**config.mk**
```make
export PLATFORM = sky130hd
export DESIGN_NAME = vscale_csr_host_bridge
export DESIGN_NICKNAME = d
export VERILOG_FILES = /design/src/rtl/vscale_csr_host_bridge_pkg.sv /design/src/rtl/vscale_csr_host_bridge.sv
export SDC_FILE = /design/constraint.sdc
export NUM_CORES = 1
export LEC_CHECK = 0
export BUFFER_PORTS_ARGS = -buffer_cell sky130_fd_sc_hd__clkbuf_2
export CORE_ASPECT_RATIO = 0.8
export CORE_UTILIZATION = 52
export DETAILED_ROUTE_END_ITERATION = 8
export GPL_TIMING_DRIVEN = 0
export PLACE_DENSITY = 0.83
export SETUP_SLACK_MARGIN = 0.4
export SYNTH_ARGS = -nofsm -noshare
export SYNTH_HDL_FRONTEND = slang
export SYNTH_SLANG_ARGS = --single-unit
```
**constraint.sdc**
```tcl
create_clock -name clk -period 4.54 [get_ports clk]
set_input_delay 0.681 -clock clk [delete_from_list [all_inputs] [get_ports clk]]
set_output_delay 0.681 -clock clk [all_outputs]
set_load 0.005 [all_outputs]
```
**src/rtl/vscale_csr_host_bridge_pkg.sv**
```systemverilog
// Shared CSR command encodings, widths and request record for the host-to-CSR bridge.
// Mirrors the vscale ctrl-constants / opcodes definitions so the bridge stays in step with the core.
package vscale_csr_host_bridge_pkg;

    localparam int CSR_ADDR_WIDTH = 12;
    localparam int CSR_CMD_WIDTH  = 3;
    localparam int XPR_LEN        = 32;

    localparam logic [CSR_CMD_WIDTH-1:0] CSR_IDLE  = 3'd0;
    localparam logic [CSR_CMD_WIDTH-1:0] CSR_READ  = 3'd4;
    localparam logic [CSR_CMD_WIDTH-1:0] CSR_WRITE = 3'd5;
    localparam logic [CSR_CMD_WIDTH-1:0] CSR_SET   = 3'd6;
    localparam logic [CSR_CMD_WIDTH-1:0] CSR_CLEAR = 3'd7;

    typedef struct packed {
        logic [CSR_ADDR_WIDTH-1:0] addr;
        logic [CSR_CMD_WIDTH-1:0]  cmd;
        logic [XPR_LEN-1:0]        wdata;
    } csr_host_req_t;

    // Non-access commands, and any modification of the read-only CSR space (addr[11:10]==2'b11),
    // are refused without touching the CSR file.
    function automatic logic csr_local_reject(input logic [CSR_ADDR_WIDTH-1:0] addr,
                                              input logic [CSR_CMD_WIDTH-1:0]  cmd);
        return !cmd[2] || ((cmd != CSR_READ) && (addr[11:10] == 2'b11));
    endfunction

endpackage

```
**src/rtl/vscale_csr_host_bridge.sv**
```systemverilog
// Bridges single host CSR requests onto the pipeline's shared CSR port, yielding whenever the
// pipeline owns it and giving up with an error response after TIMEOUT_CYCLES busy cycles.
module vscale_csr_host_bridge
    import vscale_csr_host_bridge_pkg::*;
#(
    parameter int TIMEOUT_CYCLES = 255
) (
    input  logic                      clk,
    input  logic                      reset_n,
    input  logic                      host_req_valid,
    output logic                      host_req_ready,
    input  logic [CSR_ADDR_WIDTH-1:0] host_req_addr,
    input  logic [CSR_CMD_WIDTH-1:0]  host_req_cmd,
    input  logic [XPR_LEN-1:0]        host_req_wdata,
    output logic                      host_resp_valid,
    input  logic                      host_resp_ready,
    output logic [XPR_LEN-1:0]        host_resp_rdata,
    output logic                      host_resp_error,
    input  logic                      csr_busy,
    output logic                      csr_req,
    output logic [CSR_ADDR_WIDTH-1:0] csr_addr,
    output logic [CSR_CMD_WIDTH-1:0]  csr_cmd,
    output logic [XPR_LEN-1:0]        csr_wdata,
    input  logic [XPR_LEN-1:0]        csr_rdata,
    input  logic                      csr_illegal_access,
    output logic [1:0]                state_dbg
);

    // Handshakes: a transfer happens on a rising edge where valid && ready are both high.
    // host_req_ready is high only in IDLE; host_resp_valid is high only in RESP and the
    // response fields are held stable until host_resp_ready is seen.
    typedef enum logic [1:0] {
        ST_IDLE = 2'd0,
        ST_WAIT = 2'd1,
        ST_RESP = 2'd2
    } state_e;

    localparam logic [7:0] TIMEOUT_LIMIT = 8'(TIMEOUT_CYCLES);

    state_e        state_q, state_d;
    csr_host_req_t req_q, req_d;
    logic [7:0]    wait_cnt_q, wait_cnt_d;
    logic [7:0]    wait_cnt_inc;
    logic [XPR_LEN-1:0] rdata_q, rdata_d;
    logic          error_q, error_d;

    assign wait_cnt_inc = wait_cnt_q + 8'd1;

    always_ff @(posedge clk or negedge reset_n) begin
        if (!reset_n) begin
            state_q    <= ST_IDLE;
            req_q      <= '0;
            wait_cnt_q <= '0;
            rdata_q    <= '0;
            error_q    <= 1'b0;
        end else begin
            state_q    <= state_d;
            req_q      <= req_d;
            wait_cnt_q <= wait_cnt_d;
            rdata_q    <= rdata_d;
            error_q    <= error_d;
        end
    end

    always_comb begin
        state_d         = state_q;
        req_d           = req_q;
        wait_cnt_d      = wait_cnt_q;
        rdata_d         = rdata_q;
        error_d         = error_q;
        host_req_ready  = 1'b0;
        host_resp_valid = 1'b0;
        csr_req         = 1'b0;

        case (state_q)
            ST_IDLE: begin
                host_req_ready = 1'b1;
                if (host_req_valid) begin
                    req_d.addr  = host_req_addr;
                    req_d.cmd   = host_req_cmd;
                    req_d.wdata = host_req_wdata;
                    wait_cnt_d  = '0;
                    if (csr_local_reject(host_req_addr, host_req_cmd)) begin
                        rdata_d = '0;
                        error_d = 1'b1;
                        state_d = ST_RESP;
                    end else begin
                        state_d = ST_WAIT;
                    end
                end
            end
            ST_WAIT: begin
                // The CSR file reads combinationally, so the pre-access value is captured
                // in the same cycle the access is issued.
                if (!csr_busy) begin
                    csr_req = 1'b1;
                    rdata_d = csr_rdata;
                    error_d = csr_illegal_access;
                    state_d = ST_RESP;
                end else begin
                    wait_cnt_d = wait_cnt_inc;
                    if (wait_cnt_inc == TIMEOUT_LIMIT) begin
                        rdata_d = '0;
                        error_d = 1'b1;
                        state_d = ST_RESP;
                    end
                end
            end
            ST_RESP: begin
                host_resp_valid = 1'b1;
                if (host_resp_ready) begin
                    state_d = ST_IDLE;
                end
            end
            default: begin
                state_d = ST_IDLE;
            end
        endcase
    end

    assign csr_addr        = req_q.addr;
    assign csr_wdata       = req_q.wdata;
    assign csr_cmd         = csr_req ? req_q.cmd : CSR_IDLE;
    assign host_resp_rdata = rdata_q;
    assign host_resp_error = error_q;
    assign state_dbg       = state_q;

endmodule
```
* Yosys cells after proc, flatten, opt, wreduce, memory -nomap -nowiden *
Cells that the tools add are included.

storage, ports and cells
  output and inout bits = 85
  register bits = 90
  logic and storage cells = 51
  input port bits = 85

cells by class
  equality and inequality tests = 10
  mux-type cells = 24
  reduce and logical (&&, ||, !) cells = 9
  $add $sub $neg = 1

operator list
  operator             number
  $mux 32              4
  $pmux 32 s2          1
  $mux 8               2
  $pmux 8 s2           1
  $mux 2               5
  $add 8x1->8 const B  1
  $eq 8x8->1 const B   1
  $mux 1               8
  $ne 2x2->1 const B   4
  $ne 3x3->1 const B   2
  $pmux 2 s3           1
  $reduce_and 3->1     2
  $eq 2x2->1 const B   2
  $reduce_and 4->1     1
  $mux 3               1
  $eq 2x1->1 const B   1
  $logic_not 2->1      1
  $pmux 1 s2           1
  $reduce_and 2->1     1
  $reduce_bool 2->1    1
  $logic_and 1x1->1    1
  $logic_not 1->1      1
  $logic_or 1x1->1     1

* Logic depth before layout (Yosys ltp) *
Gate-level depths: netlist of run 1.

  word-level depth = 6
  mapped depth = 7
  depth with buffers taken out = 6

* Least setup slack after synthesis of run 1 *
No wires, ideal clock.

  kind = in2out
  start point = in csr_busy
  end point = out csr_cmd[0]
  stages = 3
  path buffers = 1
  slack = 2340 ps
  data arrival time = 1519 ps
  path through = nor2_1 clkbuf_1 and2_1

on the way
  cells in the longest elaborated chain, start to end = 3

RTL lines
  element      RTL line                       source
  from (decl)  vscale_csr_host_bridge.sv:19   input logic csr_busy,
  $mux 1       vscale_csr_host_bridge.sv:95   if (!csr_busy) begin
  $mux 1       vscale_csr_host_bridge.sv:75   case (state_q)
  net csr_req  vscale_csr_host_bridge.sv:20   output logic csr_req,
  $mux 3       vscale_csr_host_bridge.sv:123  assign csr_cmd = csr_req ? req_q.cmd : CSR_IDLE;
  to (decl)    vscale_csr_host_bridge.sv:22   output logic [CSR_CMD_WIDTH-1:0] csr_cmd,

The timed path passes the listed nets, and every way through them passes these cells.

* Worst setup path in the final report of run 1 *
  start point = reg state_q[1], in the netlist state_dbg[1]
  end point = out csr_cmd[0]

on the way
  cells in the longest elaborated chain, start to end = 3

RTL lines
  element                 RTL line                       source
  from (decl)             vscale_csr_host_bridge.sv:40   state_e state_q, state_d;
  from (signal assigned)  vscale_csr_host_bridge.sv:57   state_q <= state_d;
  $eq 2x1->1              vscale_csr_host_bridge.sv:75
  $mux 1                  vscale_csr_host_bridge.sv:75
  $mux 3                  vscale_csr_host_bridge.sv:123

No other way between the ends.

==> results of run 1 <==
how the worst max path moves through the flow:
stage                     slack [ps]  cells past startpoint          to
after floorplan                 2340                      3  csr_cmd[0]
after global placement          1770                      5  csr_cmd[0]
after detailed placement        1690                      5  csr_cmd[0]
after CTS                       1490                      5  csr_cmd[0]
after global routing            1290                      5  csr_cmd[0]
final                           1530                      5  csr_cmd[0]
power by group through the flow:
stage	Combinational [mW]	Clock (mW)	Sequential, mW
finish	0.932	0.499	1.20
global route	1.03	0.543	1.23
CTS	0.947	0.516	1.20
detailed placement	0.945	0	1.21
global placement	0.912	0	1.19
floorplan	0.567	0	1.18
cell families after synthesis:
family,share of synthesized area (%)
AOI/OAI and AO/OA,13.8
DFF,52.7
xor gates and xnor gates,0.615
adders and majority gates,0.586
muxes,12.7
buffers and inverters,11.2
and+or+nand+nor,8.40
synth_stat cells:
cell type	number
sky130_fd_sc_hd__dfrtp_1	90
sky130_fd_sc_hd__mux2_2	48
sky130_fd_sc_hd__buf_4	45
sky130_fd_sc_hd__nand3_1	38
sky130_fd_sc_hd__a22oi_1	32
sky130_fd_sc_hd__o21ai_0	22
sky130_fd_sc_hd__clkbuf_1	15
sky130_fd_sc_hd__o21ai_1	10
sky130_fd_sc_hd__o21ai_2	10
sky130_fd_sc_hd__nor2_1	8
sky130_fd_sc_hd__inv_1	7
sky130_fd_sc_hd__nand2_1	7
sky130_fd_sc_hd__buf_2	5
sky130_fd_sc_hd__and2_1	4
sky130_fd_sc_hd__buf_6	3
sky130_fd_sc_hd__nor2b_1	3
sky130_fd_sc_hd__xnor2_1	3
sky130_fd_sc_hd__a31oi_1	2
sky130_fd_sc_hd__ha_1	2
sky130_fd_sc_hd__o31ai_1	2
sky130_fd_sc_hd__a21boi_0	1
sky130_fd_sc_hd__a21oi_1	1
sky130_fd_sc_hd__a21oi_2	1
sky130_fd_sc_hd__a221o_1	1
sky130_fd_sc_hd__a31oi_2	1
sky130_fd_sc_hd__and3_1	1
sky130_fd_sc_hd__nand2b_1	1
sky130_fd_sc_hd__nand3_2	1
sky130_fd_sc_hd__nand4_2	1
sky130_fd_sc_hd__nor3_1	1
sky130_fd_sc_hd__nor3_4	1
sky130_fd_sc_hd__nor4_1	1
sky130_fd_sc_hd__o211ai_1	1
sky130_fd_sc_hd__o21a_1	1
sky130_fd_sc_hd__o21bai_1	1
sky130_fd_sc_hd__o41ai_1	1
sky130_fd_sc_hd__or3_1	1
metal layers:
layer | wire length, um | track usage (%) | vias up | share of wire [%]
li1 | - | - | 1653 | -
met1 | 4200 | 31.5 | 1654 | 43
met2 | 4860 | 39.0 | 137 | 49
met3 | 709 | 7.41 | 7 | 7.2
met4 | 79 | 4.61 | 0 | 0.80
met5 | 0 | 0 | - | 0
flip-flops by register name, summed over array words and instances, names as in the netlist:
name,count
wait_cnt_q,8
host_resp_error,1
req_q,3
csr_wdata,32
state_dbg,2
csr_addr,12
host_resp_rdata,32
worst max-delay path, delay by kind of cell, from the launching register on:
family / cells / cell delay [ps]
buf+inv: 2 / 560
flops: 1 / 450
simple gates: 3 / 970
layout make-up:
type / count / area, um2
clock buffer: 10 / 128
buffer: 68 / 453
multi-input combinational: 208 / 1540
inverter: 7 / 26.3
fill: 631 / 2490
tap: 108 / 135
clock inverter: 6 / 50.0
sequential: 90 / 2250
timing repair buffer: 170 / 868
==> metrics.txt, run 1 <==
# TYPE chip_impl_metric gauge
chip_impl_metric{name="cts_max_level",unit=""} 3
chip_impl_metric{name="leakagePower",unit="nW"} 2.68
chip_impl_metric{name="worst_ep_arrival_time",unit="ps"} 2330
chip_impl_metric{name="ant_nets",unit=""} 0
chip_impl_metric{name="synth_top_cell_area_share",unit="%"} 52.7
chip_impl_info{name="timing.rr.end",value="host_resp_rdata[26]$_DFFE_PN0P_"} 1
chip_impl_metric{name="sequential_cell_fraction_of_total_power",unit="%"} 45.6
chip_impl_metric{name="antenna_found_initial",unit=""} 0
chip_impl_metric{name="dp_hpwl",unit="um"} 7410
chip_impl_info{name="timing.critical_path.from_type",value="flip-flop"} 1
chip_impl_metric{name="power.share.combinational",unit="%"} 35.4
chip_impl_metric{name="drt_first_iter_violations",unit=""} 129
chip_impl_metric{name="post_place_instance_area",unit="mm2"} 0.00528
chip_impl_metric{name="areaGrowthSynthToFinish",unit="%"} 27.6
chip_impl_metric{name="syn-num-nets",unit=""} 460
chip_impl_info{name="rsz_0062_raised_after_global_routing",value="false"} 1
chip_impl_metric{name="proportion_of_layout_cells_with_a_drive_suffix_above_1",unit="%"} 53.8
chip_impl_metric{name="synthesis.yosys.warnings",unit=""} 0
chip_impl_metric{name="critPathMaxStageDelay",unit="ps"} 580
chip_impl_metric{name="finalWirelength",unit="um"} 9850
chip_impl_info{name="top_library_cells_by_usage_in_the_layout_fill_and_taps_aside",value="sky130_fd_sc_hd__clkbuf_2 (168), sky130_fd_sc_hd__dfrtp_1 (90), sky130_fd_sc_hd__mux2_2 (48)"} 1
chip_impl_metric{name="final.period_utilization",unit="%"} 66.3
chip_impl_metric{name="wl_per_cell",unit="um"} 14.8
chip_impl_metric{name="synth.cell_area",unit="mm2"} 0.00427
chip_impl_metric{name="io_buffer_count",unit=""} 169
chip_impl_metric{name="finish.instance_area",unit="mm2"} 0.00545
chip_impl_metric{name="drt_pre_antenna_iters",unit=""} 4
chip_impl_info{name="tritoncts",value="built"} 1
chip_impl_metric{name="n_antenna_cell",unit=""} 0
chip_impl_metric{name="core_region_area",unit="mm2"} 0.00795
chip_impl_metric{name="numCtsBuffers",unit=""} 9
chip_impl_metric{name="design.portCount",unit=""} 170
chip_impl_info{name="cts-root-buf",value="sky130_fd_sc_hd__clkbuf_8"} 1
chip_impl_metric{name="tightest_slew",unit="ps"} 746
chip_impl_metric{name="die_h",unit="um"} 83.1
chip_impl_metric{name="cts_resized",unit=""} 0
chip_impl_metric{name="routed_via_density",unit=""} 5.17
chip_impl_metric{name="report.final.setup_viol",unit=""} 0
chip_impl_metric{name="net_switching_power",unit="mW"} 0.818
chip_impl_metric{name="grt_start_max_net_pins",unit=""} 50
chip_impl_metric{name="ir_drop",unit="uV"} 236
chip_impl_metric{name="cts_setup_buffers",unit=""} 0
chip_impl_info{name="slowest_cell_on_crit_path",value="sky130_fd_sc_hd__nor2_1"} 1
chip_impl_metric{name="via_count_of_the_first_global_routing_pass",unit=""} 3334
chip_impl_metric{name="rows",unit=""} 29
chip_impl_metric{name="number_of_maximum_capacitance_constraint_violations",unit=""} 0
chip_impl_metric{name="postSynthRegisterBits",unit=""} 90
chip_impl_metric{name="finalNonFillerCells",unit=""} 667
chip_impl_metric{name="netlist-cell-type-count",unit=""} 37
chip_impl_metric{name="clock_insertion_delay_worst_skew",unit="ps"} 350
chip_impl_metric{name="power.share.clock",unit="%"} 19.0
chip_impl_metric{name="cts_hold_buffers",unit=""} 0
chip_impl_info{name="critical_path.cell_chain",value="nand2b_1, nor2_1, clkbuf_1, and2_1, clkbuf_2"} 1
chip_impl_info{name="endpoint_type_of_the_worst_setup_path",value="output pin"} 1
chip_impl_metric{name="cellPowerDensity",unit="mW/mm2"} 482
chip_impl_metric{name="crit_path_max_fanout",unit=""} 10
chip_impl_metric{name="first_pass_grt_wire_length",unit="um"} 16000
chip_impl_metric{name="r2r_setup_slack",unit="ps"} 2480
chip_impl_info{name="worst_r2r_startpoint",value="wait_cnt_q[0]$_DFFE_PN0P_"} 1
chip_impl_metric{name="power_report.internal_total",unit="mW"} 1.81
chip_impl_metric{name="worst_clock_skew",unit="ps"} 8.55
chip_impl_metric{name="p_total",unit="mW"} 2.63
chip_impl_metric{name="vias",unit=""} 3451
chip_impl_info{name="final_common_cell",value="sky130_fd_sc_hd__clkbuf_2"} 1
chip_impl_metric{name="switching_part_of_the_total",unit="%"} 31.1
chip_impl_metric{name="hold_viol",unit=""} 0
chip_impl_metric{name="grt_use_total",unit="%"} 23.9
chip_impl_metric{name="setup_ws",unit="ps"} 1530
chip_impl_metric{name="post-route-drc-count",unit=""} 0
chip_impl_metric{name="initial_core_utilization",unit="%"} 53.8
chip_impl_metric{name="timing.reg2reg.worst_path_depth",unit=""} 7
chip_impl_info{name="yosys.area.top_type",value="sky130_fd_sc_hd__dfrtp_1"} 1
chip_impl_metric{name="yosysSeqAreaShare",unit="%"} 52.7
chip_impl_info{name="top_cells_by_area_synth",value="sky130_fd_sc_hd__dfrtp_1 (53%), sky130_fd_sc_hd__mux2_2 (13%), sky130_fd_sc_hd__buf_4 (7.9%)"} 1
chip_impl_metric{name="final_nets",unit=""} 641
chip_impl_metric{name="place.detailed.instances",unit=""} 651
chip_impl_metric{name="maxSlewViolCount",unit=""} 0
chip_impl_metric{name="die_area",unit="mm2"} 0.00859
chip_impl_metric{name="period_needed",unit="ps"} 3010
chip_impl_metric{name="layout.core_utilization",unit="%"} 68.6
chip_impl_metric{name="globalRoute.totalOverflow",unit=""} 0
chip_impl_metric{name="clock-sinks",unit=""} 90
chip_impl_metric{name="gpl.final_weighted_congestion",unit=""} 0.844
chip_impl_metric{name="fin_hold_ws",unit="ps"} 390
chip_impl_metric{name="clock_tree.buffer_depth",unit=""} 2
chip_impl_metric{name="setup-tns-final",unit="ps"} 0
chip_impl_info{name="setup.worst_path.start",value="state_dbg[1]$_DFFE_PN0P_"} 1
chip_impl_metric{name="synth_area_per_cell",unit="um2"} 11.5
chip_impl_metric{name="cp.required",unit="ps"} 3860
chip_impl_metric{name="cts.clk_slew.worst_paths",unit="ps"} 100
chip_impl_info{name="critPathKind",value="reg -> out"} 1
chip_impl_metric{name="max_freq",unit="GHz"} 0.332
chip_impl_info{name="type_of_the_most_critical_hold_path",value="in -> async"} 1
chip_impl_metric{name="syn_inst",unit=""} 373
chip_impl_metric{name="die_width",unit="um"} 103
chip_impl_metric{name="slew_headroom",unit="%"} 50.1
chip_impl_metric{name="setup_slack_at_placement",unit="ps"} 1690
chip_impl_info{name="run_status",value="complete, no violations"} 1
Note: power is estimated with default switching activity, not from simulation.
==> run 2: changes to the inputs <==
CORE_UTILIZATION = 49   (was 52)
PLACE_DENSITY = 0.79   (was 0.83)
clock period = 3.1 ns   (was 4.54 ns; I/O delays follow)
==> metrics.txt, run 2 (same netlist as run 1, synthesis figures left out) <==
# TYPE chip_impl_metric gauge
chip_impl_metric{name="ant_nets",unit=""} 0
chip_impl_metric{name="io_buffer_count",unit=""} 169
chip_impl_metric{name="report.final.setup_viol",unit=""} 0
chip_impl_metric{name="wl_per_cell",unit="um"} 15.0
chip_impl_info{name="cts-root-buf",value="sky130_fd_sc_hd__clkbuf_8"} 1
chip_impl_metric{name="ir_drop",unit="uV"} 355
chip_impl_metric{name="die_area",unit="mm2"} 0.00910
chip_impl_metric{name="grt_start_max_net_pins",unit=""} 57
chip_impl_metric{name="drt_pre_antenna_iters",unit=""} 6
chip_impl_metric{name="period_needed",unit="ps"} 2480
chip_impl_metric{name="finalWirelength",unit="um"} 10100
chip_impl_info{name="setup.worst_path.start",value="state_dbg[1]$_DFFE_PN0P_"} 1
chip_impl_metric{name="rows",unit=""} 30
chip_impl_metric{name="final.period_utilization",unit="%"} 79.9
chip_impl_info{name="final_common_cell",value="sky130_fd_sc_hd__clkbuf_2"} 1
chip_impl_metric{name="antenna_found_initial",unit=""} 0
chip_impl_metric{name="globalRoute.totalOverflow",unit=""} 0
chip_impl_metric{name="design.portCount",unit=""} 170
chip_impl_info{name="top_library_cells_by_usage_in_the_layout_fill_and_taps_aside",value="sky130_fd_sc_hd__clkbuf_2 (169), sky130_fd_sc_hd__dfrtp_1 (90), sky130_fd_sc_hd__mux2_2 (48)"} 1
chip_impl_metric{name="numCtsBuffers",unit=""} 9
chip_impl_info{name="rsz_0062_raised_after_global_routing",value="false"} 1
chip_impl_metric{name="die_width",unit="um"} 106
chip_impl_info{name="cpMostUsedCell",value="sky130_fd_sc_hd__clkbuf_2"} 1
chip_impl_metric{name="tightest_slew",unit="ps"} 760
chip_impl_info{name="critPathKind",value="reg -> out"} 1
chip_impl_metric{name="worst_clock_skew",unit="ps"} 13.1
chip_impl_metric{name="hold_viol",unit=""} 0
chip_impl_metric{name="die_h",unit="um"} 85.5
chip_impl_metric{name="multi_input_area",unit="mm2"} 0.00154
chip_impl_info{name="type_of_the_most_critical_hold_path",value="in -> async"} 1
chip_impl_metric{name="core_region_area",unit="mm2"} 0.00848
chip_impl_metric{name="storage_element_area",unit="mm2"} 0.00225
chip_impl_metric{name="setup-tns-final",unit="ps"} 0
chip_impl_metric{name="n_antenna_cell",unit=""} 0
chip_impl_metric{name="final_nets",unit=""} 641
chip_impl_metric{name="initial_core_utilization",unit="%"} 50.4
chip_impl_metric{name="gpl.final_weighted_congestion",unit=""} 0.891
chip_impl_metric{name="drt_first_iter_violations",unit=""} 187
chip_impl_metric{name="proportion_of_layout_cells_with_a_drive_suffix_above_1",unit="%"} 54.4
chip_impl_info{name="timing.rr.end",value="state_dbg[0]$_DFFE_PN0P_"} 1
chip_impl_metric{name="cellPowerDensity",unit="mW/mm2"} 707
chip_impl_metric{name="routed_via_density",unit=""} 5.23
chip_impl_metric{name="via_count_of_the_first_global_routing_pass",unit=""} 3396
chip_impl_info{name="tritoncts",value="built"} 1
chip_impl_metric{name="cts_max_level",unit=""} 3
chip_impl_metric{name="r2r_setup_slack",unit="ps"} 940
chip_impl_metric{name="slew_headroom",unit="%"} 49.3
chip_impl_metric{name="cp.required",unit="ps"} 2630
chip_impl_metric{name="clock_tree.buffer_depth",unit=""} 2
chip_impl_metric{name="grt_use_total",unit="%"} 22.6
chip_impl_metric{name="crit_path_max_fanout",unit=""} 10
chip_impl_metric{name="cts.clk_slew.worst_paths",unit="ps"} 90
chip_impl_info{name="endpoint_type_of_the_worst_setup_path",value="output pin"} 1
chip_impl_metric{name="clock_insertion_delay_worst_skew",unit="ps"} 360
chip_impl_metric{name="p_total",unit="mW"} 3.87
chip_impl_metric{name="dp_hpwl",unit="um"} 7550
chip_impl_metric{name="leakagePower",unit="nW"} 2.69
chip_impl_metric{name="clock-sinks",unit=""} 90
chip_impl_metric{name="post-route-drc-count",unit=""} 0
chip_impl_info{name="slowest_cell_on_crit_path",value="sky130_fd_sc_hd__dfrtp_1"} 1
chip_impl_metric{name="areaGrowthSynthToFinish",unit="%"} 28.1
chip_impl_metric{name="max_freq",unit="GHz"} 0.404
chip_impl_metric{name="maxSlewViolCount",unit=""} 0
chip_impl_info{name="run_status",value="complete, no violations"} 1
chip_impl_info{name="timing.critical_path.from_type",value="flip-flop"} 1
chip_impl_metric{name="number_of_maximum_capacitance_constraint_violations",unit=""} 0
chip_impl_metric{name="timing.reg2reg.worst_path_depth",unit=""} 7
chip_impl_info{name="worst_r2r_startpoint",value="wait_cnt_q[0]$_DFFE_PN0P_"} 1
chip_impl_metric{name="vias",unit=""} 3507
chip_impl_metric{name="first_pass_grt_wire_length",unit="um"} 16100
chip_impl_info{name="critical_path.cell_chain",value="nand2b_1, nor2_2, clkbuf_2, and2_1, clkbuf_2"} 1
chip_impl_metric{name="num-fill-cells",unit=""} 672
chip_impl_metric{name="critPathMaxStageDelay",unit="ps"} 450
chip_impl_metric{name="worst_ep_arrival_time",unit="ps"} 2010
[run 2: cell types whose count changed in the layout (fill, tap and decap cells not counted), sizes merged]
cell    previous run  this run
clkbuf           194       193
clkinv             2         3
[run 2: layout make-up]
cell class	instances	share of cell area, %
plain buffers	68	8.30
clock buffers	9	2.26
clock inverters	7	1.17
multi-input cells	208	28.2
well taps	112	2.56
flip-flops and latches	90	41.2
repair buffers	170	15.9
inverters	7	0.480
[run 2: critical path, delay by kind of cell (launching register included)]
kind | cells | cell delay, ps
simple gates | 3 | 760
flops | 1 | 450
buf+inv | 2 | 450
[run 2: worst max path at each step]
stage	slack, ps	end	depth (start not counted)
after floorplan	1220	csr_cmd[0]	4
after detailed placement	640	csr_cmd[1]	5
after global placement	540	csr_wdata[22]$_DFFE_PN0P_	1
final	620	csr_cmd[1]	5
after CTS	440	csr_cmd[1]	5
after global routing	450	csr_cmd[1]	5
[run 2: metrics by stage]
step	instance area, um2	instances	utilization [%]	hold slack, ps	setup slack (ps)
after floorplan	4270	373	-	169	1220
after global placement	5260	654	62.0	477	543
after detailed placement	5280	655	62.3	476	645
after CTS	5470	671	64.5	212	441
after global routing	5470	671	64.5	253	453
final	5470	671	64.5	197	622
[run 2: where the power goes]
group	switching [mW]	internal (mW)	total [mW]
Combinational	0.537	0.829	1.37
Sequential	0.225	1.52	1.75
Clock	0.447	0.306	0.754
Total	1.21	2.66	3.87
[run 2: layer usage]
metal	vias up	wire length, um	global-route usage, %	share of wire [%]
met1	1691	4420	29.4	44
met5	-	0	0	0
met4	0	95	6.82	0.94
met2	150	4780	36.9	47
li1	1655	-	-	-
met3	11	769	6.69	7.6
[run 2: timing repair]
action,4_1_cts,5_1_grt
resized for setup,1,2
hold endpoints to repair,0,0
hold buffers,0,0
setup buffers,0,0
endpoints found under the setup margin,4,3
